$ cat config.mk
export PLATFORM = sky130hd
export DESIGN_NAME = updown_counter_gen
export DESIGN_NICKNAME = d
export VERILOG_FILES = /design/src/rtl/updown_counter_gen.sv
export SDC_FILE = /design/constraint.sdc
export NUM_CORES = 1
export LEC_CHECK = 0
export CELL_PAD_IN_SITES_DETAIL_PLACEMENT = 2
export CELL_PAD_IN_SITES_GLOBAL_PLACEMENT = 2
export CORE_MARGIN = 1
export CORE_UTILIZATION = 37
export CTS_CLUSTER_DIAMETER = 60
export DETAILED_ROUTE_END_ITERATION = 12
export HOLD_SLACK_MARGIN = 0.06
export MAX_ROUTING_LAYER = met4
export PLACE_DENSITY = 0.86
export SYNTH_ARGS = -nofsm -noshare
export SYNTH_HDL_FRONTEND = slang
export SYNTH_SLANG_ARGS = --single-unit
$ cat constraint.sdc
create_clock -name clk -period 5.1 [get_ports clk]
set_input_delay 0.51 -clock clk [delete_from_list [all_inputs] [get_ports clk]]
set_output_delay 0.51 -clock clk [all_outputs]
set_load 0.1 [all_outputs]
$ cat src/rtl/updown_counter_gen.sv
// Parametrised up/down counter with tick divider, run/stop, clear, load,
// wrap pulse and a sequential shift-and-add-3 binary-to-BCD converter.
// Handshake: bcd_valid=1 means bcd holds the decimal form of count; it drops
// on the edge after any change of count and rises COUNT_W+1 cycles after it.
module updown_counter_gen #(
    parameter int MAX_COUNT = 9999,
    parameter int DIV_COUNT = 10_000_000,
    parameter int DIGITS    = 4,
    parameter int COUNT_W   = $clog2(MAX_COUNT + 1)
) (
    input  logic                  clk,
    input  logic                  rst,
    input  logic                  run,
    input  logic                  mode,
    input  logic                  clear,
    input  logic                  load,
    input  logic [COUNT_W-1:0]    load_value,
    output logic [COUNT_W-1:0]    count,
    output logic                  wrap,
    output logic                  tick_out,
    output logic [4*DIGITS-1:0]   bcd,
    output logic                  bcd_valid
);

    localparam int DIV_W = (DIV_COUNT > 1) ? $clog2(DIV_COUNT) : 1;
    localparam int BIT_W = (COUNT_W > 1) ? $clog2(COUNT_W) : 1;
    localparam int BCD_W = 4 * DIGITS;

    localparam logic [COUNT_W-1:0] MAX_C    = COUNT_W'(MAX_COUNT);
    localparam logic [DIV_W-1:0]   DIV_LAST = DIV_W'(DIV_COUNT - 1);
    localparam logic [BIT_W-1:0]   BIT_LAST = BIT_W'(COUNT_W - 1);

    typedef enum logic {
        CONV_IDLE  = 1'b0,
        CONV_SHIFT = 1'b1
    } conv_state_e;

    logic [DIV_W-1:0]   div_q, div_d;
    logic               tick_q, tick_d;
    logic [COUNT_W-1:0] count_q, count_d;
    logic               wrap_q, wrap_d;

    conv_state_e        conv_state_q;
    logic [COUNT_W-1:0] count_prev_q;
    logic [COUNT_W-1:0] bin_q;
    logic [BCD_W-1:0]   sr_q;
    logic [BIT_W-1:0]   bit_q;
    logic [BCD_W-1:0]   bcd_q;
    logic               valid_q;

    logic [BCD_W-1:0]   sr_adj;
    logic [BCD_W-1:0]   sr_shift;

    // Next-state for divider and counter: clear beats load beats a pending tick.
    always_comb begin
        div_d   = div_q;
        tick_d  = 1'b0;
        count_d = count_q;
        wrap_d  = 1'b0;
        if (clear) begin
            div_d   = '0;
            count_d = '0;
        end else begin
            if (run) begin
                if (div_q == DIV_LAST) begin
                    div_d  = '0;
                    tick_d = 1'b1;
                end else begin
                    div_d = div_q + DIV_W'(1);
                end
            end
            if (load) begin
                count_d = (load_value > MAX_C) ? MAX_C : load_value;
            end else if (tick_q) begin
                if (!mode) begin
                    if (count_q == MAX_C) begin
                        count_d = '0;
                        wrap_d  = 1'b1;
                    end else begin
                        count_d = count_q + COUNT_W'(1);
                    end
                end else begin
                    if (count_q == '0) begin
                        count_d = MAX_C;
                        wrap_d  = 1'b1;
                    end else begin
                        count_d = count_q - COUNT_W'(1);
                    end
                end
            end
        end
    end

    // Divider and counter registers.
    always_ff @(posedge clk) begin
        if (!rst) begin
            div_q   <= '0;
            tick_q  <= 1'b0;
            count_q <= '0;
            wrap_q  <= 1'b0;
        end else begin
            div_q   <= div_d;
            tick_q  <= tick_d;
            count_q <= count_d;
            wrap_q  <= wrap_d;
        end
    end

    // One double-dabble step: add 3 to every digit >= 5, then shift in the next binary bit.
    always_comb begin
        sr_adj = sr_q;
        for (int i = 0; i < DIGITS; i++) begin
            if (sr_q[4*i +: 4] >= 4'd5) begin
                sr_adj[4*i +: 4] = sr_q[4*i +: 4] + 4'd3;
            end
        end
        sr_shift = {sr_adj[BCD_W-2:0], bin_q[COUNT_W-1]};
    end

    // Converter FSM: a count change (re)starts it; the last shift latches the result.
    always_ff @(posedge clk) begin
        if (!rst) begin
            conv_state_q <= CONV_IDLE;
            count_prev_q <= '0;
            bin_q        <= '0;
            sr_q         <= '0;
            bit_q        <= '0;
            bcd_q        <= '0;
            valid_q      <= 1'b1;
        end else begin
            count_prev_q <= count_q;
            if (count_q != count_prev_q) begin
                conv_state_q <= CONV_SHIFT;
                bin_q        <= count_q;
                sr_q         <= '0;
                bit_q        <= '0;
                valid_q      <= 1'b0;
            end else if (conv_state_q == CONV_SHIFT) begin
                bin_q <= bin_q << 1;
                sr_q  <= sr_shift;
                bit_q <= bit_q + BIT_W'(1);
                if (bit_q == BIT_LAST) begin
                    bcd_q        <= sr_shift;
                    valid_q      <= 1'b1;
                    conv_state_q <= CONV_IDLE;
                end
            end
        end
    end

    assign count     = count_q;
    assign wrap      = wrap_q;
    assign tick_out  = tick_q;
    assign bcd       = bcd_q;
    assign bcd_valid = valid_q;

endmodule

# Word level (Yosys, flattened, before mapping)
# Cells that the tools add are included.
# op_classes
n_mux	23
n_lt_le_gt_ge	5
add_sub_neg	8
n_eq_ne	4
n_bitwise	4
n_reduce_logical	10
# op_table
op	count
two-way mux 14 bit	8
adder 24 x 1 -> 24 bit (second input constant)	1
equality test 24 bit (second input constant)	1
two-way mux 24 bit	1
>= comparator 4 x 3 -> 1 bit (second input constant)	4
adder 14 x 1 -> 14 bit (second input constant)	1
equality test 14 bit (second input constant)	1
> comparator 14 bit (second input constant)	1
zero test 14 bit	1
!= test 14 bit	1
subtractor 14 x 1 -> 14 bit (second input constant)	1
adder 4 x 2 -> 4 bit (second input constant)	3
two-way mux 4 bit	3
two-way mux 1 bit	10
nonzero test 2 bit	3
adder 4 x 1 -> 4 bit (second input constant)	1
equality test 4 bit (second input constant)	1
NOT 1 bit	4
OR reduction 2 bit	2
OR reduction 4 bit	1
adder 3 x 2 -> 3 bit (second input constant)	1
two-way mux 3 bit	1
AND reduction 3 bit	1
OR reduction 3 bit	1
AND reduction 2 bit	1
# word_totals
input_bits	20
output_inout_bits	33
wordCells	65
regBits	106

# Depth between registers and ports, before layout
# Gate-level depths: netlist of the first run.
# logic_depth
ltp_word	5
ltp_mapped	9
depth_no_buf	7

# Worst setup path after synthesis of the first run
# OpenSTA, ideal clock, no wires.
# synth_path
path_kind	reg-to-reg
from	register count_q[0], in the netlist count[0]
to	register count_q[9], in the netlist count[9]
path_buffers	2
t_arrival_ps	2758
path_slack_ps	2282
stages_incl_launch_ff	10
path_cell_list	dfxtp_1 > clkbuf_1 > inv_1 > ha_1 > or4b_4 > buf_6 > o41ai_4 > nor2_2 > a211oi_2 > o221a_1
# synth_between
elab_chain_cells	5
elab_cells_between_ends	9
# synth_lines
element	line_no	source
from (decl)	40	logic [COUNT_W-1:0] count_q, count_d;
from (signal assigned)	104	count_q <= count_d;
adder 14 x 1 -> 14 bit (tied with other cells)	80	count_d = count_q + COUNT_W'(1);
two-way mux 14 bit (on tied branches)	76, 83	
two-way mux 14 bit *	75	if (!mode) begin
two-way mux 14 bit *	74	end else if (tick_q) begin
two-way mux 14 bit *	72	if (load) begin
# Every way passes the cells marked *; elsewhere a longest branch is shown, timed or not. The select of a mux whose other input is x is not followed.
# A chain may end at the register's enable or synchronous reset.

# Worst setup path after layout of the first run
# layout_path
from	register count_q[13], in the netlist count[13]
to	register sr_q[12]
# layout_between
elab_chain_cells	2
# layout_lines
element	line_no	source
!= test 14 bit	132	if (count_q != count_prev_q) begin
OR reduction 2 bit (no source line)	n/a	
to (signal assigned)	140	sr_q <= sr_shift;
to (decl)	46	logic [BCD_W-1:0] sr_q;
# No other way between the ends.

==> results of run 1 <==
[cell usage after synthesis (14+ instances only)]
| master | instances | area, µm² |
|---|---|---|
| nand2_1 | 35 | 131 |
| clkbuf_1 | 33 | 124 |
| inv_1 | 16 | 60.1 |
| mux2i_1 | 27 | 270 |
| nor3_1 | 20 | 100 |
| a21oi_1 | 39 | 195 |
| dfxtp_1 | 106 | 2120 |
| nor4_1 | 14 | 87.6 |
| nand3_1 | 32 | 160 |
| xor2_1 | 33 | 289 |
| o21ai_0 | 26 | 130 |
| a211oi_1 | 21 | 158 |
| nand4_1 | 16 | 100 |
| xnor2_1 | 19 | 166 |
| nor2_1 | 86 | 323 |
[metrics by stage]
step	worst slack, ns	utilization	power, mW
after floorplan	2.28	-	1.11
after global placement	2.03	0.419	1.18
after detailed placement	1.85	0.419	1.20
after CTS	1.90	0.442	1.99
after global routing	1.71	0.442	2.04
final	1.94	0.442	1.98
[routing by layer]
metal / wire length, µm / share of wire / vias up / global-route usage
li1: - / - / 2377 / -
met5: 0 / 0 / - / -
met1: 8160 / 0.44 / 2587 / 0.305
met4: 421 / 0.023 / 0 / 0.0904
met2: 9390 / 0.51 / 97 / 0.437
met3: 588 / 0.032 / 35 / 0.0440
[flip-flops by register name, indices dropped and copies added, names as in the netlist]
name,count
div_q,24
bcd,16
sr_q,16
bin_q,14
count,14
count_prev_q,14
bit_q,4
bcd_valid,1
conv_state_q,1
tick_out,1
wrap,1
[cell families (layout without fill, tap and decap cells)]
| logic type | count (synthesis) | count (layout) | share of synthesized area |
|---|---|---|---|
| fa+ha+maj | 13 | 13 | 0.0296 |
| flops | 106 | 106 | 0.387 |
| buf+inv | 65 | 90 | 0.0488 |
| simple gates | 256 | 256 | 0.236 |
| xor+xnor | 52 | 52 | 0.0830 |
| mux | 30 | 30 | 0.0554 |
| compound gates | 131 | 131 | 0.161 |
[power breakdown]
group	internal [mW]	switching, mW	leakage (nW)	total, mW
clock	0.449	0.347	0.154	0.795
combinational	0.0997	0.199	1.29	0.299
sequential	0.852	0.0350	0.859	0.887
total	1.40	0.581	2.31	1.98
[critical path: cells and delay by family, from the launching register on]
kind	cells	cell delay [ns]
compound gates	1	0.41
xor+xnor	1	0.16
buf+inv	1	0.44
flops	1	0.70
simple gates	3	1.33
[cell type report]
type                            count  area (µm²)
Tap cell                          184         230
Fill cell                        1590        8080
Clock inverter                      5        86.3
Sequential cell                   106        2120
Clock buffer                       11         243
Multi-Input combinational cell    482        3100
Inverter                           17        63.8
Timing Repair Buffer               57         556
[worst max-delay path by stage]
stage                     cells after the start              startpoint               endpoint
after global placement                        5                    mode  count[7]$_SDFFE_PP0P_
final                                         6  count[13]$_SDFFE_PP0P_  sr_q[12]$_SDFFE_PP0P_
after CTS                                     6  count[13]$_SDFFE_PP0P_  sr_q[12]$_SDFFE_PP0P_
after floorplan                               9   count[0]$_SDFFE_PP0P_  count[9]$_SDFFE_PP0P_
after global routing                          6   count[3]$_SDFFE_PP0P_  bit_q[1]$_SDFFE_PP0P_
after detailed placement                      5                    mode  count[7]$_SDFFE_PP0P_
==> run metrics, run 1 <==
die width=124 µm; slowest stage cell, crit path=dfxtp_1; number of global-route vias before repair=5363; Syn. warnings=0; Post-synth EDFFs=0; P&R area growth vs syn=16.6%; RSZ-0062 raised after global routing=false; top_reg_cell synth=dfxtp_1; # Post-CTS Setup Buffers=0; grt ovf=0; DRT Pass-1 Iters=4; post-synthesis sequential area ratio=0.387; vias=5096; Placed Instance Area=6060 µm²; final non-filler cell total=862; clk sinks=106; fin area=6400 µm²; WHS Endpoint=bcd[1]$_SDFFE_PN0P_; Peak VDD IR=0.195 mV; Worst setup EP type=register; Worst Hold Depth=2; hold_sp=bcd[1]$_SDFFE_PN0P_; critical path class=register to register; Synth Net Count=686; largest net degree at the start of global routing=47; Final Max Slew Viols=0; drt wl/cell=21.5 µm; Setup crit start kind=register; Starting Density=0.379; Avg Synthesized Cell Area=8.40 µm²; final hold vios=0; Final Wtd Congestion=0.869; CP arrival=3.41 ns; clock buffer depth=2; final hold slack=0.489 ns; CTS tree=built; Power Density=310 nW/µm²; Cells after DPL=845; worst path required time=5.35 ns; # diodes=0; first-pass GRT wire length=29.2 mm; Tcrit/Tclk final=0.620; clock slew at reported path FFs=0.08 ns; ys async rst share=0; most frequent cells in the layout=105 x dfxtp_1, 86 x nor2_1, 52 x clkdlybuf4s50_1; CTS H-Tree Depth=3; Critical R2R Launch=count[13]$_SDFFE_PP0P_; Slew HR=0.198; Resized cells post-CTS=0; f_max=316 MHz; Clock Skews=0.0131 ns; Root Buffer=clkbuf_16; R2R Setup Slk=1.94 ns; Port Buffers=52; initial antenna violation count=0; CP Max Fanout=46; Die Y=124 µm; Final #Nets=706; Routed Wire Length=18.6 mm; core area=14500 µm²; vias per cell=5.91; Total Routing Usage GR=0.257; leakage power=2.31 nW; die area=15300 µm²; RR Endpoint=sr_q[12]$_SDFFE_PP0P_; worst slew pin tran=1.19 ns; row count=44; CP Cell Sequence=xor2_1 > nor4_1 > and4_1 > buf_4 > nand2_1 > a211oi_1; status=completed; commonest non-fill, non-tap cell in the layout=dfxtp_1; setup tns final=0 ns; Final Setup Violations=0; R2R depth=6; layout cells sized above 1=0.0487; number of max-cap violations=0; Worst path max stage delay=0.70 ns; Min-Delay Path Class=register to register; Post-Synthesis Cell Area=5490 µm²; Clock Latency Late Sink=0.36 ns; DP HPWL=12.3 mm; post-route minimum period=3.16 ns; Post-Synthesis Cells=653; # DRC=0; I/O pin total=53; drt initial violations=221; Distinct cells, synth=65; Routed Antenna Nets=0; CTS Hold Bufs=0; CTS Buf Count=9; register bit count reported by yosys=106
(Power assumes the default switching activity.)
==> inputs of run 2 (changes only) <==
--- a/config.mk
+++ b/config.mk
@@ -8,12 +8,12 @@
 export CELL_PAD_IN_SITES_DETAIL_PLACEMENT = 2
 export CELL_PAD_IN_SITES_GLOBAL_PLACEMENT = 2
 export CORE_MARGIN = 1
-export CORE_UTILIZATION = 37
+export CORE_UTILIZATION = 35
 export CTS_CLUSTER_DIAMETER = 60
 export DETAILED_ROUTE_END_ITERATION = 12
 export HOLD_SLACK_MARGIN = 0.06
 export MAX_ROUTING_LAYER = met4
-export PLACE_DENSITY = 0.86
+export PLACE_DENSITY = 0.82
 export SYNTH_ARGS = -nofsm -noshare
 export SYNTH_HDL_FRONTEND = slang
 export SYNTH_SLANG_ARGS = --single-unit
==> constraint.sdc (replaced) <==
create_clock -name clk -period 3.2 [get_ports clk]
set_input_delay 0.32 -clock clk [delete_from_list [all_inputs] [get_ports clk]]
set_output_delay 0.32 -clock clk [all_outputs]
set_load 0.1 [all_outputs]
==> run 2 against run 1 <==
Final area rose by 1.2%. Critical path depth rose by 1. Fmax rose by 15%. Utilization fell by 1.8 points. Sequential power rose by 58%. First-iteration DRC count fell by 3.6%. Global-route usage fell by 1.8 points. Largest cell class unchanged. Largest power group unchanged. Highest routed layer unchanged.
==> run metrics, run 2 (synthesis gave the netlist of run 1 again) <==
clk sinks=106 (unchanged); worst path required time=3.49 ns (was 5.35 ns); Critical R2R Launch=count[0]$_SDFFE_PP0P_ (was count[13]$_SDFFE_PP0P_); slowest stage cell, crit path=or4b_4 (was dfxtp_1); CTS H-Tree Depth=3 (unchanged); Final Max Slew Viols=0 (unchanged); DRT Pass-1 Iters=4 (unchanged); grt ovf=0 (unchanged); hold_sp=bcd[5]$_SDFFE_PN0P_ (was bcd[1]$_SDFFE_PN0P_); Worst setup EP type=register (unchanged); RR Endpoint=count[8]$_SDFFE_PP0P_ (was sr_q[12]$_SDFFE_PP0P_); leakage power=2.39 nW (was 2.31 nW); CTS Buf Count=9 (unchanged); CP arrival=3.05 ns (was 3.41 ns); Cells after DPL=884 (was 845); die width=127 µm (was 124 µm); DP HPWL=12.6 mm (was 12.3 mm); Switch Pwr=0.905 mW (was 0.581 mW); row count=45 (was 44); # Post-CTS Setup Buffers=0 (unchanged); Final Setup Violations=0 (unchanged); most frequent cells in the layout=105 x dfxtp_1, 86 x nor2_1, 39 x a21oi_1 (was 105 x dfxtp_1, 86 x nor2_1, 52 x clkdlybuf4s50_1); max reg flops=24 (unchanged); Final Wtd Congestion=0.895 (was 0.869); CTS tree=built (unchanged); number of max-cap violations=0 (unchanged); first-pass GRT wire length=29.5 mm (was 29.2 mm); drt wl/cell=19.9 µm (was 21.5 µm); # DRC=0 (unchanged); Root Buffer=clkbuf_16 (unchanged); Final #Nets=717 (was 706); die area=16200 µm² (was 15300 µm²); switching share of power=0.289 (was 0.293); R2R depth=7 (was 6); status=completed (unchanged); CP Cell Sequence=inv_1 > ha_1 > or4b_4 > o41ai_4 > a2111oi_0 > a41o_1 > o21ai_1 (was xor2_1 > nor4_1 > and4_1 > buf_4 > nand2_1 > a211oi_1); Peak VDD IR=0.292 mV (was 0.195 mV); Int Pwr=2.22 mW (was 1.40 mW); Worst Hold Depth=2 (unchanged); Resized cells post-CTS=0 (unchanged); layout cells sized above 1=0.0842 (was 0.0487); most flop-heavy register=div_q (unchanged); Reg area=2120 µm² (unchanged); commonest non-fill, non-tap cell in the layout=dfxtp_1 (unchanged); final hold vios=0 (unchanged); fin area=6470 µm² (was 6400 µm²); Starting Density=0.360 (was 0.379); final non-filler cell total=901 (was 862); fill count=1708 (was 1590); WHS Endpoint=bcd[5]$_SDFFE_PN0P_ (was bcd[1]$_SDFFE_PN0P_); final hold slack=0.482 ns (was 0.489 ns); number of global-route vias before repair=5589 (was 5363); f_max=363 MHz (was 316 MHz); CTS Hold Bufs=0 (unchanged); core area=15300 µm² (was 14500 µm²); met1 wire length=7.76 mm (was 8.16 mm); initial antenna violation count=1 (was 0); clock buffer depth=2 (unchanged); Power Density=483 nW/µm² (was 310 nW/µm²); highest metal used=met4 (unchanged); metal3 WL=483 µm (was 588 µm); CP Max Fanout=10 (was 46); clock share of power=0.393 (was 0.401); RSZ-0062 raised after global routing=false (unchanged); Min-Delay Path Class=register to register (unchanged); vias per cell=5.60 (was 5.91); Total Routing Usage GR=0.239 (was 0.257); Routed Wire Length=17.9 mm (was 18.6 mm); Flop pwr share=0.449 (was 0.448); family with the most delay on the worst path=compound AO/OA/AOI/OAI gates (was simple AND/OR/NAND/NOR gates); clock slew at reported path FFs=0.08 ns (about the same); Clock Latency Late Sink=0.36 ns (about the same); critical path class=register to register (unchanged); Tcrit/Tclk final=0.861 (was 0.620); drt initial violations=213 (was 221); I/O pin total=53 (unchanged); Placed Instance Area=6150 µm² (was 6060 µm²); vias=5042 (was 5096); setup tns final=0 ns (unchanged); Gate power share=0.158 (was 0.151); area of the multi-input gates=3100 µm² (unchanged); CP bufs+invs=1 (unchanged); Setup crit start kind=register (unchanged); Util after Layout=0.424 (was 0.442); Die Y=127 µm (was 124 µm); worst slew pin tran=0.993 ns (was 1.19 ns); R2R Setup Slk=0.45 ns (was 1.94 ns); met2 wire len=9.21 mm (was 9.39 mm); P&R area growth vs syn=18.0% (was 16.6%); post-route minimum period=2.75 ns (was 3.16 ns); Clock Skews=0.00898 ns (was 0.0131 ns); Routed Antenna Nets=0 (unchanged); Slew HR=0.336 (was 0.198); largest net degree at the start of global routing=42 (was 47); Port Buffers=52 (unchanged); Worst path max stage delay=0.59 ns (was 0.70 ns)
[run 2: metrics by stage]
stage / power, mW / worst slack, ns
final: 3.13 / 0.445
after global placement: 1.90 / 0.593
after detailed placement: 1.93 / 0.509
after floorplan: 1.77 / 0.382
after CTS: 3.16 / 0.425
after global routing: 3.24 / 0.327
[run 2: routing by layer]
metal,global-route usage,up-vias
met3,0.0348,31
li1,-,2392
met2,0.412,75
met4,0.0987,0
met5,-,-
met1,0.279,2544
[run 2: area by class of cell]
type | instances | share of cell area
Inverter | 17 | 0.00986
Timing Repair Buffer | 68 | 0.0932
Clock inverter | 5 | 0.0133
Sequential cell | 106 | 0.328
Tap cell | 211 | 0.0408
Antenna cell | 1 | 0.000387
Multi-Input combinational cell | 482 | 0.478
Clock buffer | 11 | 0.0360
[run 2: worst max-delay path by stage]
stage,startpoint,to,slack [ns],cells past startpoint
after global placement,count[0]$_SDFFE_PP0P_,count[9]$_SDFFE_PP0P_,0.59,7
after floorplan,count[0]$_SDFFE_PP0P_,count[9]$_SDFFE_PP0P_,0.38,9
after CTS,count[0]$_SDFFE_PP0P_,count[8]$_SDFFE_PP0P_,0.43,7
after detailed placement,count[0]$_SDFFE_PP0P_,count[9]$_SDFFE_PP0P_,0.51,7
after global routing,count[0]$_SDFFE_PP0P_,count[8]$_SDFFE_PP0P_,0.33,7
final,count[0]$_SDFFE_PP0P_,count[8]$_SDFFE_PP0P_,0.45,7
[run 2: power by group through the flow]
stage	combinational [mW]	clock (mW)	sequential [mW]
2_1_floorplan	0.305	0	1.47
3_3_place_gp	0.467	0	1.43
3_5_place_dp	0.489	0	1.44
4_1_cts	0.495	1.26	1.41
5_1_grt	0.531	1.30	1.41
6_report	0.493	1.23	1.40
[run 2: tightest hold or removal path, stage by stage, from the launching register on]
cell     delay (ns)
dfxtp_1        0.31
o21ai_0        0.06
a21oi_1        0.06
